<file path="src/rtl/keypad_pkg.sv">
// Shared constants for the keypad scanner: key codes, scan FSM encoding
// and the row/column-to-code map used when a press is confirmed.
package keypad_pkg;

    localparam logic [3:0] KEY_STAR = 4'hE;
    localparam logic [3:0] KEY_HASH = 4'hF;

    localparam logic [1:0] SCAN     = 2'd0;
    localparam logic [1:0] DEBOUNCE = 2'd1;
    localparam logic [1:0] HOLD     = 2'd2;

    typedef logic [1:0] scan_state_t;

    // Row-major layout: 1 2 3 A / 4 5 6 B / 7 8 9 C / * 0 # D
    function automatic logic [3:0] key_lookup(input logic [1:0] row_idx,
                                              input logic [1:0] col_idx);
        logic [3:0] code;
        case ({row_idx, col_idx})
            4'h0:    code = 4'h1;
            4'h1:    code = 4'h2;
            4'h2:    code = 4'h3;
            4'h3:    code = 4'hA;
            4'h4:    code = 4'h4;
            4'h5:    code = 4'h5;
            4'h6:    code = 4'h6;
            4'h7:    code = 4'hB;
            4'h8:    code = 4'h7;
            4'h9:    code = 4'h8;
            4'hA:    code = 4'h9;
            4'hB:    code = 4'hC;
            4'hC:    code = KEY_STAR;
            4'hD:    code = 4'h0;
            4'hE:    code = KEY_HASH;
            default: code = 4'hD;
        endcase
        return code;
    endfunction

    function automatic logic [1:0] lowest_low_row(input logic [3:0] rows);
        logic [1:0] idx;
        if (!rows[0])      idx = 2'd0;
        else if (!rows[1]) idx = 2'd1;
        else if (!rows[2]) idx = 2'd2;
        else               idx = 2'd3;
        return idx;
    endfunction

    function automatic logic is_digit(input logic [3:0] code);
        return (code <= 4'd9);
    endfunction

endpackage

</file>
<file path="src/rtl/keypad_entry_reg.sv">
// Two-digit BCD entry register: shifts in digit keys, clears on '*',
// commits on '#' with a one-cycle entry_valid pulse, then clears.
module keypad_entry_reg
    import keypad_pkg::*;
(
    input  logic       clk,
    input  logic       rst_n,
    input  logic       key_valid,
    input  logic [3:0] key_code,
    output logic [7:0] entry_bcd,
    output logic       entry_valid
);

    logic [7:0] bcd_q, bcd_d;
    logic [1:0] count_q, count_d;
    logic       valid_q, valid_d;

    always_comb begin
        bcd_d   = bcd_q;
        count_d = count_q;
        valid_d = 1'b0;
        // The cycle after a commit clears the value the consumer just loaded.
        if (valid_q) begin
            bcd_d   = 8'h00;
            count_d = 2'd0;
        end else if (key_valid) begin
            if (is_digit(key_code)) begin
                bcd_d   = {bcd_q[3:0], key_code};
                count_d = (count_q == 2'd2) ? 2'd2 : count_q + 2'd1;
            end else if (key_code == KEY_STAR) begin
                bcd_d   = 8'h00;
                count_d = 2'd0;
            end else if (key_code == KEY_HASH && count_q != 2'd0) begin
                valid_d = 1'b1;
            end
        end
    end

    always_ff @(posedge clk) begin
        if (rst_n) begin
            bcd_q   <= 8'h00;
            count_q <= 2'd0;
            valid_q <= 1'b0;
        end else begin
            bcd_q   <= bcd_d;
            count_q <= count_d;
            valid_q <= valid_d;
        end
    end

    assign entry_bcd   = bcd_q;
    assign entry_valid = valid_q;

endmodule

</file>
<file path="src/rtl/keypad_digit_entry.sv">
// 4x4 keypad scanner with debounce and optional BCD entry register.
// Define KEYPAD_ENTRY_EN to include the entry register; otherwise entry outputs are tied off.
module keypad_digit_entry
    import keypad_pkg::*;
#(
    parameter int SCAN_DIV       = 50000,
    parameter int DEBOUNCE_SCANS = 4
) (
    input  logic       clk,
    input  logic       rst_n,
    input  logic [3:0] row,
    output logic [3:0] col,
    output logic       key_valid,
    output logic [3:0] key_code,
    output logic [7:0] entry_bcd,
    output logic       entry_valid
);

    localparam int DIV_W = (SCAN_DIV > 1) ? $clog2(SCAN_DIV) : 1;
    localparam int CNT_W = (DEBOUNCE_SCANS > 1) ? $clog2(DEBOUNCE_SCANS + 1) : 1;
    localparam logic [DIV_W-1:0] DIV_LAST = DIV_W'(SCAN_DIV - 1);
    localparam logic [CNT_W-1:0] CNT_LAST = CNT_W'(DEBOUNCE_SCANS - 1);

    scan_state_t      state_q, state_d;
    logic [DIV_W-1:0] div_q, div_d;
    logic [CNT_W-1:0] cnt_q, cnt_d;
    logic [1:0]       col_idx_q, col_idx_d;
    logic [1:0]       row_idx_q, row_idx_d;
    logic             key_valid_q, key_valid_d;
    logic [3:0]       key_code_q, key_code_d;
    logic [3:0]       row_meta_q, row_sync_q;
    logic             sample;

    // Rows come straight off the header pins, so bring them into clk first.
    always_ff @(posedge clk) begin
        if (rst_n) begin
            row_meta_q <= 4'hF;
            row_sync_q <= 4'hF;
        end else begin
            row_meta_q <= row;
            row_sync_q <= row_meta_q;
        end
    end

    assign sample = (div_q == DIV_LAST);

    always_comb begin
        state_d     = state_q;
        div_d       = sample ? '0 : div_q + 1'b1;
        cnt_d       = cnt_q;
        col_idx_d   = col_idx_q;
        row_idx_d   = row_idx_q;
        key_valid_d = 1'b0;
        key_code_d  = key_code_q;
        if (sample) begin
            case (state_q)
                SCAN: begin
                    if (row_sync_q == 4'hF) begin
                        col_idx_d = col_idx_q + 2'd1;
                    end else begin
                        row_idx_d = lowest_low_row(row_sync_q);
                        if (DEBOUNCE_SCANS <= 1) begin
                            state_d     = HOLD;
                            cnt_d       = '0;
                            key_valid_d = 1'b1;
                            key_code_d  = key_lookup(lowest_low_row(row_sync_q), col_idx_q);
                        end else begin
                            state_d = DEBOUNCE;
                            cnt_d   = CNT_W'(1);
                        end
                    end
                end
                DEBOUNCE: begin
                    // Only the latched row is tracked; other rows in this column are ignored.
                    if (!row_sync_q[row_idx_q]) begin
                        if (cnt_q == CNT_LAST) begin
                            state_d     = HOLD;
                            cnt_d       = '0;
                            key_valid_d = 1'b1;
                            key_code_d  = key_lookup(row_idx_q, col_idx_q);
                        end else begin
                            cnt_d = cnt_q + 1'b1;
                        end
                    end else begin
                        state_d   = SCAN;
                        cnt_d     = '0;
                        col_idx_d = col_idx_q + 2'd1;
                    end
                end
                HOLD: begin
                    if (row_sync_q == 4'hF) begin
                        if (cnt_q == CNT_LAST) begin
                            state_d   = SCAN;
                            cnt_d     = '0;
                            col_idx_d = col_idx_q + 2'd1;
                        end else begin
                            cnt_d = cnt_q + 1'b1;
                        end
                    end else begin
                        cnt_d = '0;
                    end
                end
                default: begin
                    state_d   = SCAN;
                    cnt_d     = '0;
                    col_idx_d = 2'd0;
                end
            endcase
        end
    end

    always_ff @(posedge clk) begin
        if (rst_n) begin
            state_q     <= SCAN;
            div_q       <= '0;
            cnt_q       <= '0;
            col_idx_q   <= 2'd0;
            row_idx_q   <= 2'd0;
            key_valid_q <= 1'b0;
            key_code_q  <= 4'h0;
        end else begin
            state_q     <= state_d;
            div_q       <= div_d;
            cnt_q       <= cnt_d;
            col_idx_q   <= col_idx_d;
            row_idx_q   <= row_idx_d;
            key_valid_q <= key_valid_d;
            key_code_q  <= key_code_d;
        end
    end

    assign col       = ~(4'b0001 << col_idx_q);
    assign key_valid = key_valid_q;
    assign key_code  = key_code_q;

`ifdef KEYPAD_ENTRY_EN
    keypad_entry_reg u_entry_reg (
        .clk         (clk),
        .rst_n       (rst_n),
        .key_valid   (key_valid_q),
        .key_code    (key_code_q),
        .entry_bcd   (entry_bcd),
        .entry_valid (entry_valid)
    );
`else
    assign entry_bcd   = 8'h00;
    assign entry_valid = 1'b0;
`endif

endmodule

</file>
<file path="config.mk">
export PLATFORM = sky130hd
export DESIGN_NAME = keypad_digit_entry
export DESIGN_NICKNAME = d
export VERILOG_FILES = /design/src/rtl/keypad_pkg.sv /design/src/rtl/keypad_entry_reg.sv /design/src/rtl/keypad_digit_entry.sv
export SDC_FILE = /design/constraint.sdc
export NUM_CORES = 1
export LEC_CHECK = 0
export BUFFER_PORTS_ARGS = -buffer_cell sky130_fd_sc_hd__buf_2
export CAP_MARGIN = 5
export CORE_ASPECT_RATIO = 1.5
export CORE_MARGIN = 2
export CORE_UTILIZATION = 40
export CTS_CLUSTER_SIZE = 8
export DETAILED_ROUTE_END_ITERATION = 6
export PLACE_DENSITY = 0.68
export SYNTH_ARGS = -nofsm -noshare
export SYNTH_HDL_FRONTEND = slang
export SYNTH_HIERARCHICAL = 1
export SYNTH_SLANG_ARGS = --single-unit
</file>
<file path="constraint.sdc">
create_clock -name clk -period 2.3 [get_ports clk]
set_input_delay 0.23 -clock clk [delete_from_list [all_inputs] [get_ports clk]]
set_output_delay 0.23 -clock clk [all_outputs]
set_load 0.05 [all_outputs]
</file>
==> results of run 1 <==
==> kinds of logic (layout without fill, tap and decap cells) <==
family                     Yosys count  after routing  share of synthesized area
adders and majority gates            8              8                     0.0501
DFF                                 38             38                      0.380
other                                1              9                    0.00188
and+or+nand+nor                     84             84                      0.241
buffers and inverters               34             36                     0.0926
AOI/OAI and AO/OA                   32             32                      0.118
xor gates and xnor gates            13             13                     0.0569
muxes                               10             10                     0.0594
==> per-layer routing <==
| metal | vias to the layer above | routed length, µm |
|---|---|---|
| li1 | 771 | - |
| met1 | 705 | 1510 |
| met2 | 25 | 2020 |
| met3 | 9 | 106 |
| met4 | 0 | 103 |
| met5 | - | 0 |
==> state kept, by name, indices dropped and copies added (netlist names) <==
name and flops:
div_q 16, key_code 4, row_meta_q 4, row_sync_q 4, cnt_q 3, col_idx_q 2, row_idx_q 2, state_q 2
key_valid 1
==> worst reg2reg max path: stages, from the launching register on <==
cell and delay, ns:
dfxtp_1 0.39, ha_1 0.20, nand3_1 0.24, nand4b_2 0.42, nand2_1 0.47, nor2_1 0.10
==> final timing paths <==
kind,start,to,slack (ns),depth (start not counted)
setup / recovery,div_q[0],div_q[6],0.35,5
hold / removal,row[0],row_meta_q[0],0.12,2
setup reg to reg,div_q[0],div_q[6],0.35,5
hold reg to reg,row_meta_q[2],row_sync_q[2],0.41,1
==> power breakdown <==
group          internal (W)  leakage, nW  switching [W]
registers          0.000669        0.309     0.00000764
clock network      0.000203       0.0438       0.000222
logic             0.0000192        0.456      0.0000592
total              0.000891        0.809       0.000288
==> area by class of cell <==
class | instances | area share
clock buffer | 5 | 0.0322
clock inverter | 2 | 0.00468
inverter | 13 | 0.0228
multi-input combinational | 156 | 0.506
sequential | 38 | 0.356
tap | 66 | 0.0386
timing repair buffer | 16 | 0.0398
==> synth_stat cells (4+ instances only) <==
cell type,number,area share
ha_1,8,0.050
nand2_1,12,0.023
nor3_1,7,0.018
mux2i_1,7,0.035
buf_4,10,0.038
a21oi_1,9,0.023
dfxtp_1,38,0.38
inv_1,13,0.024
nand4_1,5,0.016
or2_2,9,0.028
nor4_1,4,0.013
xnor2_1,12,0.053
clkbuf_1,5,0.0094
nor2_1,21,0.039
nand3_1,7,0.018
==> metrics by stage <==
step | instance area (µm²) | total power, W
final | 2140 | 0.00118
after CTS | 2140 | 0.00120
after global routing | 2140 | 0.00124
after detailed placement | 2060 | 0.000770
after global placement | 2060 | 0.000769
after floorplan | 2030 | 0.000769
==> placed cells by master, fill, tap and decap left out, types with 3 or more instances in the layout <==
cell / netlist / layout
a21oi_1: 9 / 9
a311oi_1: 3 / 3
a31oi_1: 3 / 3
buf_2: 3 / 14
clkbuf_8: 0 / 5
conb_1: 1 / 9
dfxtp_1: 38 / 38
ha_1: 8 / 8
inv_1: 13 / 13
mux2i_1: 7 / 7
nand2_1: 12 / 12
nand3_1: 7 / 7
nand4_1: 5 / 5
nor2_1: 21 / 21
nor3_1: 7 / 7
nor4_1: 4 / 4
o211ai_1: 3 / 3
or2_2: 9 / 9
xnor2_1: 12 / 12
==> results by group, run 1 <==
Worst setup path
  • CP required: 2.46 ns
  • Largest delay share family, worst path: simple AND/OR/NAND/NOR gates
  • CP peak stage delay: 0.47 ns
  • Critical setup path kind: flop to flop
  • CP Capture Type: flop
  • Worst setup SP type: flop
  • Critical path arrival: 2.10 ns
  • Critical path's slowest cell: nand2_1
  • Worst Path Max Fanout: 14
  • Crit path cell chain: ha_1 -> nand3_1 -> nand4b_2 -> nand2_1 -> nor2_1
  • Buf/Inv on CP: 0

CTS
  • # hold bufs at CTS: 0
  • Post-CTS Resized: 0
  • Post-CTS Setup Bufs: 0
  • Clk_lat worst skew: 0.29 ns
  • Root Driver: clkbuf_8
  • CTS clk-pin slew, worst paths: 0.07 ns
  • CTS Buf Count: 5
  • CTS sink count: 38
  • TritonCTS clock tree: yes
  • Clk buf depth: 2
  • CTS H-tree depth: 2

Layout
  • Share of cells above drive strength 1: 0.191
  • Diode count: 0
  • Final core utilization: 0.445
  • Final cell count without fillers: 296
  • Syn-to-layout area delta: 7.01%
  • Layout net count: 244
  • FF/Latch Area: 761 µm²
  • Layout fillers: 510
  • Area used by multi-input combinational logic: 1080 µm²

STA
  • Worst slew margin: 0.611
  • RSZ-0062 raised after global routing: false
  • Slew @ Worst Pin: 0.582 ns
  • Clock Skew: 0.00939 ns
  • # setup viols final: 0
  • Hold violation count in the final report: 0
  • Minimum clock period: 1.95 ns
  • Peak Freq: 0.514 GHz
  • Worst Slack Setup Final: 0.355 ns
  • Period utilization: 0.846
  • Setup total negative slack: 0 ns
  • Slew Limit Fails: 0
  • Hold_ws: 0.119 ns

Route
  • Vias/cell: 5.10
  • DR iter-0 viols: 61
  • Drt pass-1 iters: 5
  • Via count of the routed design: 1510
  • DRC: 0
  • Drt total wl: 3750 µm
  • Wire per inst: 12.7 µm
  • Routed Antenna Nets: 0

Synth
  • Cell area after synthesis: 2000 µm²
  • Cell count after synthesis: 220
  • Warnings from Yosys: 6
  • Sequential element share of the synthesized area: 0.380
  • Register bit total from synthesis: 38
  • Post-synth top flop: dfxtp_1
  • Asr flop ratio synth: 0
  • Post-synth EDFFs: 0
  • Yosys cell types: 50
  • Syn_area_per_cell: 9.09 µm²

Die
  • # IOs: 24
  • Full die area: 5590 µm²
  • # rows: 31
  • Initial Utilization: 0.416
  • Chip height: 90.6 µm
  • Width of the die: 61.7 µm
  • Core Footprint: 4810 µm²

Power and ir drop
  • Peak supply drop: 388 µV
  • PD cells: 551 nW/µm²
  • Leakage: 0.809 nW

GRT
  • GR Util met2: 0.254
  • Initial antenna violation count: 0
  • Routing usage on met1: 0.155
  • All-Layer GR Usage: 0.148
  • Number of global-route vias before repair: 1389
  • First-pass GRT wire length: 6270 µm
  • Pin count of the biggest net entering global routing: 19
  • Gr ovfl total: 0
  • GRT busiest layer: met2
  • Met3 Resource Use GR: 0.0344

Placed design
  • Placed insts: 289
  • Pre-CTS WS: 0.344 ns
  • Final GP Congestion: 0.863
  • Post-DP HPWL: 2790 µm
  • IO buf count: 14

Min path
  • Worst hold path class: primary input to flop

Run status
  • Status: finished, final reports clean

Flow run
  • Number of max-cap violations: 0
Note: power is estimated with default switching activity, not from simulation.
==> inputs of run 2 (changes only) <==
--- a/config.mk
+++ b/config.mk
@@ -5,6 +5,7 @@
 export SDC_FILE = /design/constraint.sdc
 export NUM_CORES = 1
 export LEC_CHECK = 0
+export ABC_AREA = 1
 export BUFFER_PORTS_ARGS = -buffer_cell sky130_fd_sc_hd__buf_2
 export CAP_MARGIN = 5
 export CORE_ASPECT_RATIO = 1.5
==> constraint.sdc (replaced) <==
create_clock -name clk -period 1.95 [get_ports clk]
set_input_delay 0.195 -clock clk [delete_from_list [all_inputs] [get_ports clk]]
set_output_delay 0.195 -clock clk [all_outputs]
set_load 0.05 [all_outputs]
==> results by group, run 2 <==
Run status
  • Status: finished, final reports clean

Power and ir drop
  • Clock share of power: 0.381
  • NetSw: 0.000341 W
  • Comb pwr share: 0.066
  • Cell Int Power: 0.00110 W
  • Leakage: 0.997 nW
  • Total power: 0.00144 W
  • Switching share of total power: 0.237
  • Peak supply drop: 423 µV
  • PD cells: 619 nW/µm²
  • Sequential share of power: 0.553

Synth
  • Count leader, synth: nand2_1
  • Synth area leader: dfxtp_1
  • Top cells by area, synth: dfxtp_1 36%, nand2_1 10%, nor2_1 7.2%
  • Register bit total from synthesis: 38
  • Asr flop ratio synth: 0
  • Warnings from Yosys: 6
  • Syn_area_per_cell: 6.89 µm²
  • Cell count after synthesis: 304
  • Sequential element share of the synthesized area: 0.363
  • Yosys cell types: 31
  • Post-synth top flop: dfxtp_1
  • Top cells by count, synth: 58 x nand2_1, 40 x nor2_1, 38 x dfxtp_1, 38 x inv_1, 25 x nand3_1
  • Cell area after synthesis: 2100 µm²
  • Post-synth top area share: 0.363
  • Post-synth EDFFs: 0

Worst setup path
  • Critical path arrival: 1.78 ns
  • CP required: 2.13 ns
  • R2r worst-path depth: 10
  • Worst setup SP type: flop
  • FF-to-FF End: div_q[10]
  • Flop2flop setup slack: 0.35 ns
  • Critical setup path kind: flop to flop
  • Worst Path Max Fanout: 11
  • CP Capture Type: flop
  • Reg2reg start: div_q[0]

Layout
  • Fin area: 2320 µm²
  • Syn-to-layout area delta: 10.6%
  • Area used by multi-input combinational logic: 1120 µm²
  • Share of cells above drive strength 1: 0.156
  • Most flops, register: div_q
  • Number of flip-flops in the largest register: 16
  • Commonest non-fill, non-tap cells in the layout: 58 x nand2_1, 40 x nor2_1, 38 x inv_1, 38 x dfxtp_1, 25 x nand3_1
  • FF/Latch Area: 761 µm²
  • Diode count: 0
  • Layout fillers: 529
  • Layout net count: 339
  • Commonest non-fill, non-tap cell in the layout: nand2_1

GRT
  • All-Layer GR Usage: 0.158
  • Initial antenna violation count: 0
  • Gr ovfl total: 0
  • First-pass GRT wire length: 7280 µm
  • Number of global-route vias before repair: 1726
  • Pin count of the biggest net entering global routing: 18

Die
  • Width of the die: 63.1 µm
  • # rows: 32
  • Chip height: 92.7 µm
  • Initial Utilization: 0.412
  • # IOs: 24
  • Core Footprint: 5080 µm²
  • Full die area: 5850 µm²

Min path
  • Hold path endpoint: row_meta_q[0]
  • Worst hold path class: primary input to flop
  • Worst Hold Launch: row[0]
  • Worst hold stages: 2

STA
  • Peak Freq: 0.625 GHz
  • # setup viols final: 0
  • RSZ-0062 raised after global routing: false
  • Clock Skew: 0.00732 ns
  • Minimum clock period: 1.60 ns
  • Hold violation count in the final report: 0
  • Slew Limit Fails: 0
  • Period utilization: 0.820
  • Setup total negative slack: 0 ns

Placed design
  • Final GP Congestion: 0.850
  • Cell Area, Placed: 2230 µm²
  • Post-DP HPWL: 3420 µm
  • IO buf count: 14

Route
  • DR iter-0 viols: 98
  • DRC: 0
  • Vias/cell: 4.83
  • Routed Antenna Nets: 0
  • Wire per inst: 10.8 µm
  • Via count of the routed design: 1904
  • Drt total wl: 4270 µm
  • Drt pass-1 iters: 4

CTS
  • Post-CTS Resized: 0
  • Post-CTS Setup Bufs: 0
  • # hold bufs at CTS: 0
  • TritonCTS clock tree: yes
  • CTS H-tree depth: 2
  • Clk_lat worst skew: 0.29 ns
  • Root Driver: clkbuf_8
  • CTS clk-pin slew, worst paths: 0.07 ns
  • CTS sink count: 38
  • CTS Buf Count: 5
  • Clk buf depth: 2

Flow run
  • Number of max-cap violations: 0
-- run 2: changes by cell type in the layout (fill, tap and decap cells not counted), moves of 4 or more --
| cell | before | now |
|---|---|---|
| mux2i_1 | 7 | 0 |
| nand3_1 | 7 | 25 |
| a21oi_1 | 9 | 18 |
| nand2_1 | 12 | 58 |
| nand4_1 | 5 | 9 |
| o21ai_0 | 1 | 13 |
| nor2_1 | 21 | 40 |
| inv_1 | 13 | 38 |
| inv_2 | 0 | 4 |
| nor2_2 | 0 | 5 |
| xnor2_1 | 12 | 0 |
-- run 2: worst max-delay path: stages, from the launching register on --
cell and delay [ns]:
dfxtp_1 0.35, ha_1 0.17, nand2_1 0.10, nor2_4 0.15
nand2_2 0.09, inv_2 0.08, nand3_4 0.10, nand2_2 0.20
inv_1 0.10, o21ai_0 0.09, a21oi_1 0.06
-- run 2: cells by family after synthesis --
kind of cell,count (synthesis),share of synthesized area
adders and majority gates,8,0.0478
xor gates and xnor gates,2,0.00836
DFF,38,0.363
buffers and inverters,54,0.115
other,1,0.00179
AOI/OAI and AO/OA,37,0.0949
and+or+nand+nor,164,0.369
-- run 2: worst max path at each step --
stage                        start          end  slack (ns)  depth (start not counted)
after CTS                 div_q[0]    div_q[10]        0.33                         10
after detailed placement  div_q[0]    div_q[10]        0.35                         10
after floorplan           cnt_q[0]  key_code[0]        0.54                          8
after global placement    div_q[0]    div_q[10]        0.39                         10
final                     div_q[0]    div_q[10]        0.35                         10
after global routing      div_q[0]  key_code[1]        0.14                          8
-- run 2: routing by layer --
metal	global-route usage	up-vias	share of wire
met2	0.297	43	0.53
met4	0.111	0	0.045
met3	0.0292	19	0.028
met5	0	-	0
met1	0.152	841	0.40
li1	-	1001	-
-- run 2: area by class of cell --
class                   count  share of cell area
clock buffers               7              0.0372
clock inverters             1             0.00216
inverters                  42              0.0680
multi-input cells         220               0.485
flip-flops and latches     38               0.328
well taps                  68              0.0367
repair buffers             18              0.0432
-- run 2: per-stage QoR --
stage               hold slack [ns]  setup slack, ns  instances   util
finish                       0.0830            0.350        394  0.456
global route                 0.0726            0.141        394  0.456
CTS                          0.0759            0.332        394  0.456
detailed placement            0.380            0.346        386  0.438
global placement              0.379            0.392        386  0.438
floorplan                     0.299            0.544        312      -
-- run 2: power by group through the flow --
stage / clock (W) / sequential, W / combinational (W)
final: 0.000547 / 0.000794 / 0.0000950
after detailed placement: 0 / 0.000812 / 0.0000950
after CTS: 0.000563 / 0.000794 / 0.0000953
after floorplan: 0 / 0.000811 / 0.0000931
after global routing: 0.000590 / 0.000795 / 0.000106
after global placement: 0 / 0.000812 / 0.0000951
==> inputs of run 3 (changes only) <==
==> constraint.sdc (replaced) <==
create_clock -name clk -period 1.52 [get_ports clk]
set_input_delay 0.152 -clock clk [delete_from_list [all_inputs] [get_ports clk]]
set_output_delay 0.152 -clock clk [all_outputs]
set_load 0.05 [all_outputs]
==> results by group, run 3 (synthesis gave the netlist of run 2 again) <==
Run status
  • Status: finished, final reports clean

STA
  • Setup total negative slack: 0 ns
  • Slew Limit Fails: 0
  • Minimum clock period: 1.46 ns
  • Period utilization: 0.959
  • Peak Freq: 0.686 GHz
  • Hold violation count in the final report: 0
  • # setup viols final: 0
  • Clock Skew: 0.00492 ns
  • RSZ-0062 raised after global routing: true

Worst setup path
  • Worst Path Max Fanout: 3
  • Critical path's slowest cell: dfxtp_2
  • Critical path arrival: 1.65 ns
  • Critical setup path kind: flop to flop
  • Buf/Inv on CP: 3
  • Largest delay share family, worst path: simple AND/OR/NAND/NOR gates
  • CP Capture Type: flop
  • Crit path cell chain: ha_1 -> inv_1 -> nor2_4 -> buf_6 -> a21oi_4 -> buf_4 -> nor2_2 -> nand3_1 -> nand2_1 -> nor2_1
  • Worst setup SP type: flop
  • CP required: 1.71 ns
  • CP peak stage delay: 0.34 ns

Die
  • Chip height: 92.7 µm
  • Core Footprint: 5080 µm²
  • # rows: 32
  • Width of the die: 63.1 µm
  • Initial Utilization: 0.412
  • # IOs: 24
  • Full die area: 5850 µm²

CTS
  • TritonCTS clock tree: yes
  • # hold bufs at CTS: 0
  • Clk_lat worst skew: 0.29 ns
  • Clk buf depth: 2
  • CTS H-tree depth: 2
  • CTS Buf Count: 5
  • CTS sink count: 38
  • CTS clk-pin slew, worst paths: 0.07 ns
  • Root Driver: clkbuf_8

Placed design
  • Final GP Congestion: 0.840
  • Post-DP HPWL: 3480 µm
  • IO buf count: 14
  • Cell Area, Placed: 2320 µm²

Layout
  • Layout net count: 357
  • Fin area: 2560 µm²
  • Layout fillers: 519
  • Commonest non-fill, non-tap cell in the layout: nand2_1
  • Syn-to-layout area delta: 22.3%
  • Commonest non-fill, non-tap cells in the layout: 56 x nand2_1, 38 x nor2_1, 36 x inv_1
  • Most flops, register: div_q
  • Diode count: 0
  • Number of flip-flops in the largest register: 16
  • Share of cells above drive strength 1: 0.241

GRT
  • Number of global-route vias before repair: 1856
  • Initial antenna violation count: 0
  • First-pass GRT wire length: 7590 µm
  • All-Layer GR Usage: 0.165
  • Pin count of the biggest net entering global routing: 18
  • Gr ovfl total: 0

Route
  • Vias/cell: 4.79
  • DR iter-0 viols: 103
  • DRC: 0
  • Routed Antenna Nets: 0
  • Wire per inst: 11.0 µm
  • Drt pass-1 iters: 4
  • Via count of the routed design: 1973
  • Drt total wl: 4520 µm

Power and ir drop
  • Leakage: 1.11 nW
  • Peak supply drop: 528 µV
  • Total power: 0.00187 W
  • PD cells: 730 nW/µm²

Min path
  • Worst hold path class: primary input to flop

Flow run
  • Number of max-cap violations: 0
## run 3: cell count changes in the layout (fill, tap and decap cells not counted), sizes merged
| cell | delta |
|---|---|
| buf | +18 |
## run 3: layout make-up
type | count | area [µm²] | share of cell area
inverter | 42 | 158 | 0.0615
timing repair buffer | 36 | 248 | 0.0966
multi-input combinational | 220 | 1220 | 0.475
sequential | 38 | 764 | 0.298
clock inverter | 1 | 5.00 | 0.00195
tap | 68 | 85.1 | 0.0332
clock buffer | 7 | 86.3 | 0.0337
## run 3: timing repair
| action | 4_1_cts | 5_1_grt |
|---|---|---|
| endpoints found under the setup margin | 4 | 25 |
| gates cloned | 0 | 0 |
| buffers inserted | 0 | 5 |
| pin swaps | 0 | 14 |
| resized for setup | 1 | 31 |
## run 3: layer usage
metal,global-route usage,share of wire,vias up
li1,-,-,1030
met5,0,0,-
met2,0.317,0.54,37
met1,0.157,0.40,895
met3,0.0292,0.030,11
met4,0.104,0.029,0
## run 3: report_power, final
group	internal [W]	total, W	switching [W]
Clock	0.000366	0.000706	0.000340
Combinational	0.0000372	0.000142	0.000105
Sequential	0.00101	0.00102	0.0000106
Total	0.00142	0.00187	0.000456
## run 3: path summary, 6_finish.rpt
kind                               startpoint             to  slack (ns)  cells after the start
worst min register to register  row_meta_q[0]  row_sync_q[0]        0.41                      1
worst max-delay path                 cnt_q[0]     state_q[1]        0.06                     10
worst max register to register       cnt_q[0]     state_q[1]        0.06                     10
worst min-delay path                   row[2]  row_meta_q[2]        0.04                      2
## run 3: per-stage QoR
stage / cells / utilization / worst slack (ns) / hold WS, ns
after CTS: 407 / 0.476 / 0.00694 / 0.0350
after global routing: 412 / 0.504 / -0.0394 / 0.0404
final: 412 / 0.504 / 0.0619 / 0.0395
after global placement: 399 / 0.457 / 0.0228 / 0.335
after detailed placement: 399 / 0.457 / -0.0201 / 0.339
after floorplan: 312 / - / 0.114 / 0.256
